**src/rtl/pipe_skid_reg_if.sv**
```systemverilog
// Valid/ready channel bundle used on both sides of pipe_skid_reg.
// Handshake rule: a word moves at a rising clk edge exactly when valid and
// ready are both high. The master must hold valid/data steady while
// valid=1 and ready=0. ready may be high with valid low.
interface pipe_skid_reg_if #(
  parameter int WIDTH = 32
) ();
  logic             valid;
  logic             ready;
  logic [WIDTH-1:0] data;

  modport master (output valid, output data, input ready);
  modport slave  (input valid, input data, output ready);
endinterface

```
**src/rtl/pipe_skid_reg.sv**
```systemverilog
// Two-entry elastic pipeline register (skid buffer) between pipeline stages.
// The main register drives the downstream data. The skid register catches the
// one word that arrives while the downstream side stalls. All outputs come from
// registers, so there is no combinational path from dn.ready to up.ready.
// Optional feature: define PIPE_SKID_FLUSH_EN to add the 'flush' input. This
// input empties the buffer for a branch squash and leaves the data registers
// unchanged.
module pipe_skid_reg #(
  parameter int               WIDTH   = 32,
  parameter logic [WIDTH-1:0] RST_VAL = '0
) (
  input  logic                    clk,
  input  logic                    rst,
`ifdef PIPE_SKID_FLUSH_EN
  input  logic                    flush,
`endif
  pipe_skid_reg_if.slave          up,
  pipe_skid_reg_if.master         dn,
  output logic [1:0]              level,
  output logic [1:0]              dbg_state
);

  // Each state encoding equals the number of words held. The level output is
  // therefore the state itself.
  typedef enum logic [1:0] {
    EMPTY = 2'd0,
    BUSY  = 2'd1,
    FULL  = 2'd2
  } state_t;

  state_t           state;
  state_t           state_nxt;
  logic [WIDTH-1:0] main_q;
  logic [WIDTH-1:0] skid_q;
  logic             load_main_in;
  logic             load_main_skid;
  logic             load_skid;
  logic             in_fire;
  logic             out_fire;

  // State and data registers. Reset overrides any transfer in the same cycle.
  always_ff @(posedge clk) begin
    if (rst) begin
      state  <= EMPTY;
      main_q <= RST_VAL;
      skid_q <= RST_VAL;
    end else begin
      state <= state_nxt;
      if (load_main_in) begin
        main_q <= up.data;
      end else if (load_main_skid) begin
        main_q <= skid_q;
      end
      if (load_skid) begin
        skid_q <= up.data;
      end
    end
  end

  // Next state and data-register load controls.
  always_comb begin
    state_nxt      = state;
    load_main_in   = 1'b0;
    load_main_skid = 1'b0;
    load_skid      = 1'b0;
    case (state)
      EMPTY: begin
        if (in_fire) begin
          load_main_in = 1'b1;
          state_nxt    = BUSY;
        end
      end
      BUSY: begin
        case ({in_fire, out_fire})
          2'b11: load_main_in = 1'b1;
          2'b10: begin
            load_skid = 1'b1;
            state_nxt = FULL;
          end
          2'b01: state_nxt = EMPTY;   // main keeps its stale word
          default: state_nxt = BUSY;
        endcase
      end
      FULL: begin
        // up.ready is low here, so nothing new can enter this cycle.
        if (out_fire) begin
          load_main_skid = 1'b1;
          state_nxt      = BUSY;
        end
      end
      default: state_nxt = EMPTY;
    endcase
`ifdef PIPE_SKID_FLUSH_EN
    // A squash drops every held word and any word arriving in the same cycle.
    if (flush) begin
      state_nxt      = EMPTY;
      load_main_in   = 1'b0;
      load_main_skid = 1'b0;
      load_skid      = 1'b0;
    end
`endif
  end

  // Handshake and status outputs are decoded only from the state register.
  always_comb begin
    up.ready  = (state != FULL);
    dn.valid  = (state != EMPTY);
    dn.data   = main_q;
    level     = state;
    dbg_state = state;
    in_fire   = up.valid & up.ready;
    out_fire  = dn.valid & dn.ready;
  end

endmodule

```
**src/flat_wrapper.sv**
```systemverilog
// flat-port wrapper written by rule: the top's interface ports become plain ports
module pipe_skid_reg_flat 
#(
  parameter int               WIDTH   = 32,
  parameter logic [WIDTH-1:0] RST_VAL = '0
)
  (clk, rst, level, dbg_state, up_valid, up_data, up_ready, dn_valid, dn_data, dn_ready);
  pipe_skid_reg_if #(.WIDTH(WIDTH)) up_i ();
  pipe_skid_reg_if #(.WIDTH(WIDTH)) dn_i ();
  input  logic clk;
  input  logic rst;
  output logic [1:0] level;
  output logic [1:0] dbg_state;
  input wire logic [$bits(up_i.valid)-1:0] up_valid;
  input wire logic [$bits(up_i.data)-1:0] up_data;
  output wire logic [$bits(up_i.ready)-1:0] up_ready;
  output wire logic [$bits(dn_i.valid)-1:0] dn_valid;
  output wire logic [$bits(dn_i.data)-1:0] dn_data;
  input wire logic [$bits(dn_i.ready)-1:0] dn_ready;
  assign up_i.valid = up_valid;
  assign up_i.data = up_data;
  assign up_ready = up_i.ready;
  assign dn_valid = dn_i.valid;
  assign dn_data = dn_i.data;
  assign dn_i.ready = dn_ready;
  pipe_skid_reg #(.WIDTH(WIDTH), .RST_VAL(RST_VAL)) u_core (.clk(clk), .rst(rst), .up(up_i), .dn(dn_i), .level(level), .dbg_state(dbg_state));
endmodule
```
**config.mk**
```make
export PLATFORM = sky130hd
export DESIGN_NAME = pipe_skid_reg_flat
export DESIGN_NICKNAME = d
export VERILOG_FILES = /design/src/rtl/pipe_skid_reg_if.sv /design/src/rtl/pipe_skid_reg.sv /design/src/flat_wrapper.sv
export SDC_FILE = /design/constraint.sdc
export NUM_CORES = 1
export LEC_CHECK = 0
export CORE_MARGIN = 3
export CORE_UTILIZATION = 45
export DETAILED_ROUTE_END_ITERATION = 10
export GPL_TIMING_DRIVEN = 0
export PLACE_DENSITY = 0.72
export SLEW_MARGIN = 15
export SYNTH_ARGS = -nofsm -noshare
export SYNTH_HDL_FRONTEND = slang
export SYNTH_SLANG_ARGS = --single-unit
export TNS_END_PERCENT = 100
```
**constraint.sdc**
```tcl
create_clock -name clk -period 3.5 [get_ports clk]
set_input_delay 0.7 -clock clk [delete_from_list [all_inputs] [get_ports clk]]
set_output_delay 0.7 -clock clk [all_outputs]
set_load 0.02 [all_outputs]
```
==> qor.csv, run 1 <==
metric,value,unit
status,"complete, no violations",
"non-filler cells, final",572,
Die Ht,93.3,um
number of nets in the layout,506,
die area,8700,um2
GRT Total Usage,0.223,
dpl cells,556,
WL/cell,16.5,um
Final period util,0.758,
HPWL after detailed placement,6.61,mm
Top Ports,74,
Hold Startpoint,u_core.skid_q[14],
PD cells,467,nW/um2
CTS tree,yes,
Starting Density,0.468,
CTS Hold Bufs,0,
wl on met1,4.22,mm
Die X,93.3,um
vias per inst,5.60,
total congestion overflow,0,
critical path capture point type,register,
gpl congestion,0.836,
uppermost routed layer,met4,
syn_nets,423,
Clock Latency Late Sink,0.34,ns
"Setup Fix Bufs, Post-CTS",0,
"Avg Cell Area, Syn",8.90,um2
Hold WC Path Type,register to register,
num rows,31,
sequential area share after synthesis,0.385,
Max Clk Rate,377,MHz
final hold vios,0,
core area,7330,um2
proportion of layout cells with a drive suffix above 1,0.192,
Finished Cell Area,4480,um2
Tmin final,2.65,ns
synthesized cell area,3430,um2
"Data arrival, critical path",2.90,ns
Worst Setup SP,dn_ready,
synth warn,0,
global-route wire length before repair,15.4,mm
initial antenna violation count,0,
critical path required time,3.75,ns
# clock sinks,66,
final setup TNS,0,ns
clk buf depth,2,
Slew Limit Fails,0,
Clock Root Buffer,clkbuf_8,
crit start category,input port,
RSZ-0062 raised after global routing,no,
most frequent cells in the layout,"clkdlybuf4s50_1 (72), nand2_1 (66), dfxtp_1 (66)",
First-pass DRT Iterations,4,
final setup fails,0,
met2 routed WL,4.56,mm
Iteration-0 DRC Markers,158,
Crit Reg-Reg Startpoint,u_core.dbg_state[1],
Power Total,2.09,mW
DR vias,3205,
WL met3,533,um
Leak,1.69,nW
largest net degree at the start of global routing,12,
# diodes,0,
WL final,9.42,mm
max-cap viol count,0,
I/O Buffers,72,
# DRC,0,
Post-DP Area,4270,um2
post-synthesis cell type count,27,
Setup CP Type,input port to register,
cells after synthesis,385,
"commonest non-fill, non-tap cell in the layout",clkdlybuf4s50_1,
Routed Antenna Nets,0,
CP Max Fanout,10,
# resized after CTS,0,
Max-slew headroom,0.481,
Worst Tran Pin Value,0.779,ns
CTS HTree Levels,3,
Synth-to-Final Area Change,30.6,%
Worst-path clk slew,0.07,ns
Max Clock Skew,0.0117,ns
Num CTS Buffers,9,
vias in the first global route,3044,
Peak VDD IR,0.218,mV
number of synthesized register bits,66,
## synthesized netlist by cell type (all sizes together)
master | number | area, um2
dfxtp | 66 | 1320
nand2 | 66 | 248
nor3 | 64 | 320
buf | 34 | 257
a21oi | 33 | 165
and3b | 33 | 289
a211oi | 32 | 270
nor4 | 32 | 388
clkbuf | 10 | 41.3
and2 | 2 | 12.5
ha | 2 | 25.0
inv | 2 | 7.50
nand2b | 2 | 12.5
a221oi | 1 | 8.76
mux2 | 1 | 15.0
mux2i | 1 | 22.5
nand3b | 1 | 7.51
nor2 | 1 | 3.75
o21ai | 1 | 5.00
o22a | 1 | 8.76
## layer usage
metal  track usage  vias up
met2         0.366       90
met3        0.0362       11
met5             0        -
met4        0.0647        0
li1              -     1556
met1         0.302     1548
## worst max-delay path, cell delays in order
cell and delay [ns]:
clkdlybuf4s50_1 0.69, clkbuf_2 0.28, and2_1 0.16, ha_1 0.25, mux2_4 0.22, buf_2 0.25
nor3_1 0.09, nor4_2 0.24
## kinds of logic after synthesis
kind of cell / Yosys count / synth area share
fa+ha+maj: 2 / 0.00730
mux: 2 / 0.0109
flops: 66 / 0.385
compound gates: 68 / 0.134
simple gates: 201 / 0.374
buf+inv: 46 / 0.0891
## per-stage QoR
| step | util | setup slack [ns] | hold slack [ns] |
|---|---|---|---|
| floorplan | - | 1.23 | 0.432 |
| global placement | 0.583 | 0.596 | 0.437 |
| detailed placement | 0.583 | 0.525 | 0.445 |
| CTS | 0.611 | 0.883 | 0.455 |
| global route | 0.611 | 0.711 | 0.479 |
| finish | 0.611 | 0.848 | 0.454 |
## report_power, final
group | total, mW | internal, mW | switching, mW
clock network | 0.663 | 0.364 | 0.298
registers | 0.867 | 0.817 | 0.0498
logic | 0.559 | 0.261 | 0.298
total | 2.09 | 1.44 | 0.646
## final timing paths
kind,end,slack [ns],cells past startpoint
max,u_core.dn.data[22],0.85,8
min,u_core.skid_q[14],0.45,2
max reg2reg,u_core.dn.data[22],1.14,10
min reg2reg,u_core.skid_q[14],0.45,2
## flip-flops by register name, summed over array words and instances (netlist names)
| register | flops |
|---|---|
| u_core.dn.data | 32 |
| u_core.dbg_state | 2 |
| u_core.skid_q | 32 |
## area by class of cell
class / instances / area, um2
fillers: 645 / 2850
multi-input cells: 273 / 1800
flip-flops and latches: 66 / 1320
repair buffers: 72 / 721
plain buffers: 44 / 298
clock buffers: 11 / 151
well taps: 99 / 124
clock inverters: 5 / 52.6
inverters: 2 / 7.51
(Power assumes the default switching activity.)
==> run 2: changes to the inputs <==
PLACE_DENSITY = 0.75   (was 0.72)
clock period = 2.3 ns   (was 3.5 ns; I/O delays follow)
==> run 2 against run 1 <==
Against the previous run: critical endpoint is now u_core.dn.data[12]; sequential share of layout area fell by 0.44 points; global-route usage rose by 0.61 points; combinational power is 54% higher; register-to-register slack got worse by 1.1 ns; critical path depth grew 1.
==> qor.csv, run 2 (synthesized netlist as in run 1, its figures left out) <==
metric,value,unit,change
status,"complete, no violations",,
Tmin final,2.21,ns,
Peak VDD IR,0.405,mV,+86%
"Data arrival, critical path",2.42,ns,-0.48 ns
met2 routed WL,4.61,mm,+1.2%
CP Max Fanout,15,,+5
WL final,9.59,mm,+1.8%
Routed Antenna Nets,0,,unchanged
I/O Buffers,72,,unchanged
dpl cells,556,,unchanged
num rows,31,,unchanged
Num CTS Buffers,9,,unchanged
R2R cell count,9,,-1
GRT Total Usage,0.229,,+0.00611
wl on met1,4.23,mm,+0.24%
core area,7330,um2,unchanged
Hold WC Path Type,register to register,,
R2R Path End,u_core.dn.data[12],,
Worst Tran Pin Value,0.753,ns,-0.0266 ns
critical path's largest stage delay,0.32,ns,-0.37 ns
HPWL after detailed placement,6.61,mm,about the same
filler cell count,603,,-6.5%
Setup CP Type,register to register,,
"most used cell, CP",buf_2,,
Min-Delay Endpoint,u_core.skid_q[6],,
crit start category,register,,
critical path capture point type,register,,
Crit Reg-Reg Startpoint,u_core.dbg_state[1],,
Cells on Worst Hold Path,2,,unchanged
gpl congestion,0.793,,-5.2%
Max Clk Rate,452,MHz,
"commonest non-fill, non-tap cell in the layout",clkdlybuf4s50_1,,
# diodes,0,,unchanged
initial antenna violation count,0,,unchanged
Leak,1.72,nW,+2.0%
CTS HTree Levels,3,,unchanged
DR vias,3232,,+0.84%
CP Cell Sequence,buf_2 > inv_4 > nand2_1 > and2_1 > ha_1 > mux2_4 > buf_2 > nor3_1 > nor4_2,,
Worst-path clk slew,0.07,ns,about the same
final setup fails,0,,unchanged
WL met3,560,um,+5.1%
r2r setup slk,0.09,ns,-1.05 ns
vias per inst,5.66,,+1.0%
slowest CP cell,dfxtp_1,,
largest net degree at the start of global routing,16,,+4
vias in the first global route,3178,,+4.4%
Starting Density,0.468,,unchanged
Max Clock Skew,0.00864,ns,-0.00309 ns
Final period util,0.962,,
WL/cell,16.8,um,+2.0%
CTS tree,yes,,
Synth-to-Final Area Change,32.7,%,
Die X,93.3,um,unchanged
clk buf depth,2,,unchanged
most frequent cells in the layout,"clkdlybuf4s50_1 (70), nand2_1 (66), dfxtp_1 (65)",,
global-route wire length before repair,15.7,mm,+2.1%
Fin Hold WS,0.453,ns,-0.00152 ns
max-cap viol count,0,,unchanged
# DRC,0,,unchanged
critical path required time,2.51,ns,-1.24 ns
uppermost routed layer,met4,,
Clock Latency Late Sink,0.35,ns,about the same
Hold Startpoint,u_core.skid_q[6],,
"non-filler cells, final",571,,-0.17%
proportion of layout cells with a drive suffix above 1,0.203,,+0.0110
Top Ports,74,,unchanged
Iteration-0 DRC Markers,187,,+18%
register area,1320,um2,about the same
final hold vios,0,,unchanged
total congestion overflow,0,,unchanged
First-pass DRT Iterations,4,,unchanged
area of the multi-input gates,1830,um2,+1.4%
Die Ht,93.3,um,unchanged
die area,8700,um2,unchanged
Max-slew headroom,0.498,,+0.0177
# clock sinks,66,,unchanged
Clock Root Buffer,clkbuf_8,,
final setup TNS,0,ns,unchanged
Slew Limit Fails,0,,unchanged
number of nets in the layout,505,,-0.20%
PD cells,752,nW/um2,+61%
run 2: cell types whose count changed in the layout (fill, tap and decap cells not counted), moves of 2 or more:
cell	delta
buf_2	-2
bufinv_16	+2
clkdlybuf4s50_1	-2
dlygate4sd2_1	+2
nor3_1	-5
nor3_2	+5
run 2: metrics by stage:
stage                     total power [mW]  area (um2)  setup slack, ns  utilization
after floorplan                       1.85        3430           0.0267            -
after global placement                2.18        4270           -0.348        0.583
after detailed placement              2.20        4270           -0.451        0.583
after CTS                             3.42        4520           0.0686        0.617
after global routing                  3.56        4550         -0.00104        0.620
final                                 3.42        4550           0.0869        0.620
run 2: area by class of cell:
| type | count | share of cell area |
|---|---|---|
| plain buffers | 43 | 0.0649 |
| flip-flops and latches | 66 | 0.291 |
| well taps | 99 | 0.0272 |
| multi-input cells | 273 | 0.402 |
| clock buffers | 11 | 0.0333 |
| inverters | 2 | 0.00220 |
| clock inverters | 5 | 0.0220 |
| repair buffers | 72 | 0.158 |
run 2: metal layers:
layer  global-route usage  vias to the layer above
li1                     -                     1563
met1                0.305                     1543
met2                0.367                      112
met3               0.0442                       14
met4               0.0879                        0
met5                    0                        -
run 2: what timing repair did:
| item | in CTS | in global routing |
|---|---|---|
| endpoints found under the hold margin | 0 | 0 |
| resized for setup | 4 | 6 |
| endpoints found under the setup margin | 32 | 5 |
| hold buffers | 0 | 0 |
| buffers inserted | 0 | 0 |
run 2: worst max-delay path, delay by kind of cell, from the launching register on:
kind / cells / cell delay (ns)
flops: 1 / 0.32
buf+inv: 3 / 0.56
mux: 1 / 0.31
fa+ha+maj: 1 / 0.26
simple gates: 4 / 0.61
run 2: worst max-delay path by stage:
stage / from / slack (ns) / cells after the start / to
floorplan: u_core.dbg_state[1] / 0.03 / 10 / u_core.dn.data[10]
global placement: dn_ready / -0.35 / 8 / u_core.dn.data[23]
detailed placement: dn_ready / -0.45 / 8 / u_core.dn.data[12]
CTS: u_core.dbg_state[1] / 0.07 / 4 / dn_valid
global route: u_core.dbg_state[1] / -0.001 / 9 / u_core.dn.data[16]
finish: u_core.dbg_state[1] / 0.09 / 9 / u_core.dn.data[12]
run 2: where the power goes:
group / leakage, nW / switching [mW] / internal, mW / total [mW]
Sequential: 0.542 / 0.0799 / 1.24 / 1.32
Clock: 0.129 / 0.462 / 0.776 / 1.24
Combinational: 1.05 / 0.461 / 0.400 / 0.861
Total: 1.72 / 1.00 / 2.42 / 3.42
==> run 3: changes to the inputs <==
CORE_ASPECT_RATIO = 1.75   (was default)
==> run 3 against run 2 <==
Against the previous run: global-route usage grew 1.5 points; hold slack lost 0.0038 ns; design area grew 0.83%; sequential power is essentially flat; register-to-register slack gained 0.04 ns; critical path type is now register to output port.
==> qor.csv, run 3 (synthesized netlist as in run 1, its figures left out) <==
metric,value,unit,change
status,"complete, no violations",,
Leak,1.74,nW,+1.1%
Power Total,3.65,mW,+6.8%
Max Clock Skew,0.00448,ns,-0.00416 ns
"Data arrival, critical path",1.74,ns,-0.68 ns
First-pass DRT Iterations,5,,+1
# clock sinks,66,,unchanged
"Setup Fix Bufs, Post-CTS",0,,unchanged
Hold WC Path Type,register to register,,
pre-CTS WS,-0.411,ns,+0.0397 ns
I/O Buffers,72,,unchanged
Max-slew headroom,0.495,,-0.00371
global-route wire length before repair,16.7,mm,+6.0%
Routed Antenna Nets,0,,unchanged
Max Clk Rate,455,MHz,+0.77%
Peak VDD IR,0.508,mV,+25%
CP Max Fanout,15,,unchanged
die area,8740,um2,+0.47%
CP top delay family,buffers and inverters,,
filler cell count,634,,+5.1%
Slew Limit Fails,0,,unchanged
grt met2 use,0.434,,+0.0669
vias per inst,5.93,,+4.8%
DR vias,3309,,+2.4%
initial antenna violation count,0,,unchanged
gpl congestion,0.869,,+9.7%
final hold vios,0,,unchanged
Synth-to-Final Area Change,33.8,%,
vias in the first global route,3402,,+7.0%
Clock Root Buffer,clkbuf_16,,
"commonest non-fill, non-tap cell in the layout",clkdlybuf4s50_1,,
setup ws final,0.104,ns,+0.0169 ns
clk buf depth,2,,unchanged
critical path's largest stage delay,0.61,ns,+0.29 ns
PD cells,797,nW/um2,+5.9%
Starting Density,0.471,,+0.00297
slowest CP cell,clkdlybuf4s50_1,,
met1 Usage GRT,0.277,,-0.0280
final setup fails,0,,unchanged
met3 Use GR,0.0481,,+0.00385
WP buf/inv,3,,unchanged
Setup CP Type,register to output port,,
core area,7280,um2,-0.63%
number of nets in the layout,505,,unchanged
RSZ-0062 raised after global routing,no,,
dpl cells,543,,-2.3%
Worst Tran Pin Value,0.758,ns,+0.00557 ns
Num CTS Buffers,9,,unchanged
largest net degree at the start of global routing,16,,unchanged
GRT Total Usage,0.245,,+0.0154
Die Ht,121,um,+30%
Tmin final,2.20,ns,-0.0169 ns
WL final,10.2,mm,+6.2%
most frequent cells in the layout,"clkdlybuf4s50_1 (71), nand2_1 (66), dfxtp_1 (65)",,
# DRC,0,,unchanged
grt peak-use layer,met2,,
critical path capture point type,output port,,
Clock Latency Late Sink,0.33,ns,-0.02 ns
Final period util,0.955,,-0.00734
total congestion overflow,0,,unchanged
Iteration-0 DRC Markers,160,,-14%
"non-filler cells, final",558,,-2.3%
crit start category,register,,
proportion of layout cells with a drive suffix above 1,0.197,,-0.00636
# diodes,0,,unchanged
num rows,41,,+32%
Worst-path clk slew,0.06,ns,about the same
HPWL after detailed placement,7.11,mm,+7.6%
CP Cell Sequence,buf_2 > inv_6 > nand2_1 > clkdlybuf4s50_1,,
CTS HTree Levels,3,,unchanged
CTS tree,yes,,
max-cap viol count,0,,unchanged
Top Ports,74,,unchanged
critical path required time,1.84,ns,-0.67 ns
WL/cell,18.2,um,+8.6%
Die X,72.0,um,-23%
CTS Hold Bufs,0,,unchanged
## run 3: worst reg2reg max path: stages (launching register included)
cell	delay [ns]
dfxtp_1	0.32
buf_2	0.18
inv_6	0.15
nand2_1	0.12
and2_1	0.17
ha_1	0.25
mux2_4	0.31
buf_2	0.21
nor3_1	0.23
nor4_2	0.08
## run 3: through the flow
stage / hold WS, ns / cell area, um2 / setup TNS, ns / utilization
global route: 0.472 / 4590 / 0 / 0.630
CTS: 0.451 / 4570 / 0 / 0.628
floorplan: 0.432 / 3430 / 0 / -
global placement: 0.437 / 4260 / -17.02 / 0.584
finish: 0.449 / 4590 / 0 / 0.630
detailed placement: 0.443 / 4260 / -18.16 / 0.584
## run 3: layout make-up
cell class | instances | area, um2 | area share
flip-flops and latches | 66 | 1320 | 0.288
plain buffers | 43 | 293 | 0.0638
inverters | 2 | 12.5 | 0.00273
clock buffers | 9 | 225 | 0.0491
repair buffers | 72 | 719 | 0.157
well taps | 86 | 108 | 0.0235
clock inverters | 7 | 93.8 | 0.0205
multi-input cells | 273 | 1810 | 0.395
## run 3: path summary, 6_finish.rpt
path / from / endpoint / slack [ns] / cells after the start
max: u_core.dbg_state[1] / dn_valid / 0.10 / 4
min: u_core.skid_q[25] / u_core.skid_q[25] / 0.45 / 2
max reg2reg: u_core.dbg_state[1] / u_core.dn.data[11] / 0.13 / 9
min reg2reg: u_core.skid_q[25] / u_core.skid_q[25] / 0.45 / 2
## run 3: what timing repair did
item	4_1_cts	5_1_grt
pin swaps	0	0
setup endpoints to repair	32	12
gates resized for setup	3	3
## run 3: routing by layer
metal | routed length, um | up-vias | share of wire
met2 | 5580 | 119 | 0.55
met1 | 3800 | 1600 | 0.37
met3 | 507 | 24 | 0.050
met4 | 291 | 0 | 0.029
li1 | - | 1566 | -
met5 | 0 | - | 0
## run 3: where the power goes
| group | switching [mW] | internal, mW | total (mW) |
|---|---|---|---|
| combinational | 0.465 | 0.398 | 0.864 |
| clock | 0.519 | 0.946 | 1.46 |
| sequential | 0.0795 | 1.25 | 1.33 |
==> patch, RTL diff (settings of run 3) <==
Make the reset (`rst`) asynchronous in one clocked block.
--- a/src/rtl/pipe_skid_reg.sv
+++ b/src/rtl/pipe_skid_reg.sv
@@ -39,7 +39,7 @@
   logic             out_fire;
 
   // State and data registers. Reset overrides any transfer in the same cycle.
-  always_ff @(posedge clk) begin
+  always_ff @(posedge clk or posedge rst) begin
     if (rst) begin
       state  <= EMPTY;
       main_q <= RST_VAL;
Function: differs if rst is asserted again (counterexample within 4 cycles, from zero or initial values and one cycle with rst high); with rst held inactive, the same outputs for 10 cycles.
==> patch against run 3 <==
  * Sequential cell count is the same
  * Setup slack lost 0.021 ns
  * Sequential share of layout area grew 10 points
  * Final area shrank 8.4%
  * Fmax shrank 0.94%
  * Synthesized area shrank 12%
  * Wire length shrank 31%
  * Total power grew 31%
  * Clock skew grew 0.0017 ns
  * Critical path type unchanged
  * Largest cell class is now flip-flops and latches
  * Largest power group is now registers
  * Highest routed layer unchanged
==> patch: results (changes against run 3) <==
[logic_synthesis]
synth_cell_types=24  ; was 27
synth_top_cells_by_count=66 x dfrtp_1, 32 x nand2b_1, 30 x o221a_2  ; was 66 x dfxtp_1, 66 x nand2_1, 64 x nor3_1
synthArstFlopShare_pct=100.0  ; was 0%
syn_inst=222  ; was 385
synthTopCellsByArea=dfrtp_1 55%, o221a_2 11%, mux2_2 9.7%, o32a_1 6.9%, nand2b_1 6.6%  ; was dfxtp_1 39%, nor4_2 11%, nor3_1 9.3%, and3b_1 8.4%, nand2_1 7.2%
syn-num-nets=258  ; was 423
synthFlopType=dfrtp_1  ; was dfxtp_1

[power_and_ir_drop]
p_leak_nw=1.644  ; was 1.740 nW
max-vdd-ir-drop_uv=675.4  ; was 508.3 uV

[finish]
fin_nets=342  ; was 505
layout-drive-gt1-share_pct=29.26  ; was 19.70%

[clock_tree]
clk-insertion-delay-late_ns=0.33  ; about the same
clk_pin_slew_ns=0.06  ; about the same

[detailed_routing]
postRouteWirelength_um=7052  ; was 10180 um
drt-met1-wl_um=2941  ; was 3796 um
num_vias=2219  ; was 3309
via_per_inst=5.646  ; was 5.930
wl_met3_um=329  ; was 507 um
drt_iter0_drc=138  ; was 160
drtPass1Iterations=4  ; was 5
wl_met2_um=3632  ; was 5582 um

[placement]
preCtsSetupSlack_ns=-0.1240  ; was -0.4114 ns
postPlaceCellArea_um2=3875  ; was 4257 um^2
dp.cells=377  ; was 543
gp_congestion=0.7205  ; was 0.8694
hpwl_um=4934  ; was 7112 um

[global_routing]
grtUsageMet2_pct=31.89  ; was 43.38%
grt_pass1_wl_um=11370  ; was 16660 um
track_usage_pct=19.58  ; was 24.48%
grt_max_degree=37  ; was 16
first_global_vias=2291  ; was 3402
met3_usage_pct=4.126  ; was 4.809%

[worst_hold_path]
hp-class=input pin to async pin  ; was flip-flop to flip-flop

[timing]
worst_slew_pin_slew_ns=0.5429  ; was 0.7582 ns
fin_skew_ns=0.006157  ; was 0.004478 ns

[worst_setup_path]
worstPathArrival_ns=1.76  ; was 1.74 ns
cp_max_fo=10  ; was 15
cp-end-kind=output pin  ; unchanged

[status]
status=completed  ; unchanged

patch: critical path, cell delays in order (launching register included):
cell and delay, ns:
dfrtp_1 0.39, buf_2 0.18, clkbuf_2 0.21, or2_2 0.32, dlygate4sd2_1 0.33
patch: power by group:
group	leakage, nW	switching (W)	total [W]	internal, W
registers	0.758	0.000204	0.00178	0.00158
clock network	0.156	0.000487	0.00146	0.000974
logic	0.731	0.000671	0.00156	0.000888
total	1.64	0.00136	0.00480	0.00344
patch: cell type report:
cell class / count / area [um^2]
Sequential cell: 66 / 1652
Timing Repair Buffer: 73 / 738.2
Inverter: 1 / 6.256
Clock inverter: 5 / 77.57
Tap cell: 82 / 102.6
Multi-Input combinational cell: 132 / 1244
Buffer: 23 / 137.6
Fill cell: 541 / 2338
Clock buffer: 11 / 242.7
patch: path summary, 6_finish.rpt:
path,from,to,slack [ns],depth (start not counted)
worst min-delay path,rst,u_core.dn.data[22]$_DFFE_PP0P_,0.48,2
min in group clk,u_core.skid_q[24]$_DFFE_PP0P_,u_core.skid_q[24]$_DFFE_PP0P_,0.48,1
worst max register to register,u_core.dbg_state[1]$_DFFE_PP0P_,u_core.skid_q[26]$_DFFE_PP0P_,0.42,5
max in group asynchronous,rst,u_core.dn.data[15]$_DFFE_PP0P_,1.29,3
worst min register to register,u_core.skid_q[24]$_DFFE_PP0P_,u_core.skid_q[24]$_DFFE_PP0P_,0.48,1
worst max-delay path,u_core.dbg_state[0]$_DFFE_PP0P_,dn_valid,0.08,4
patch: cells by family (layout without fill, tap and decap cells):
kind of cell           count (synthesis)  in the layout  share of synthesized area, %
AOI/OAI and AO/OA                     56             56                         19.04
buffers and inverters                 24            113                         4.502
and+or+nand+nor                       40             40                         8.716
DFF                                   66             66                         54.52
muxes                                 36             36                         13.22
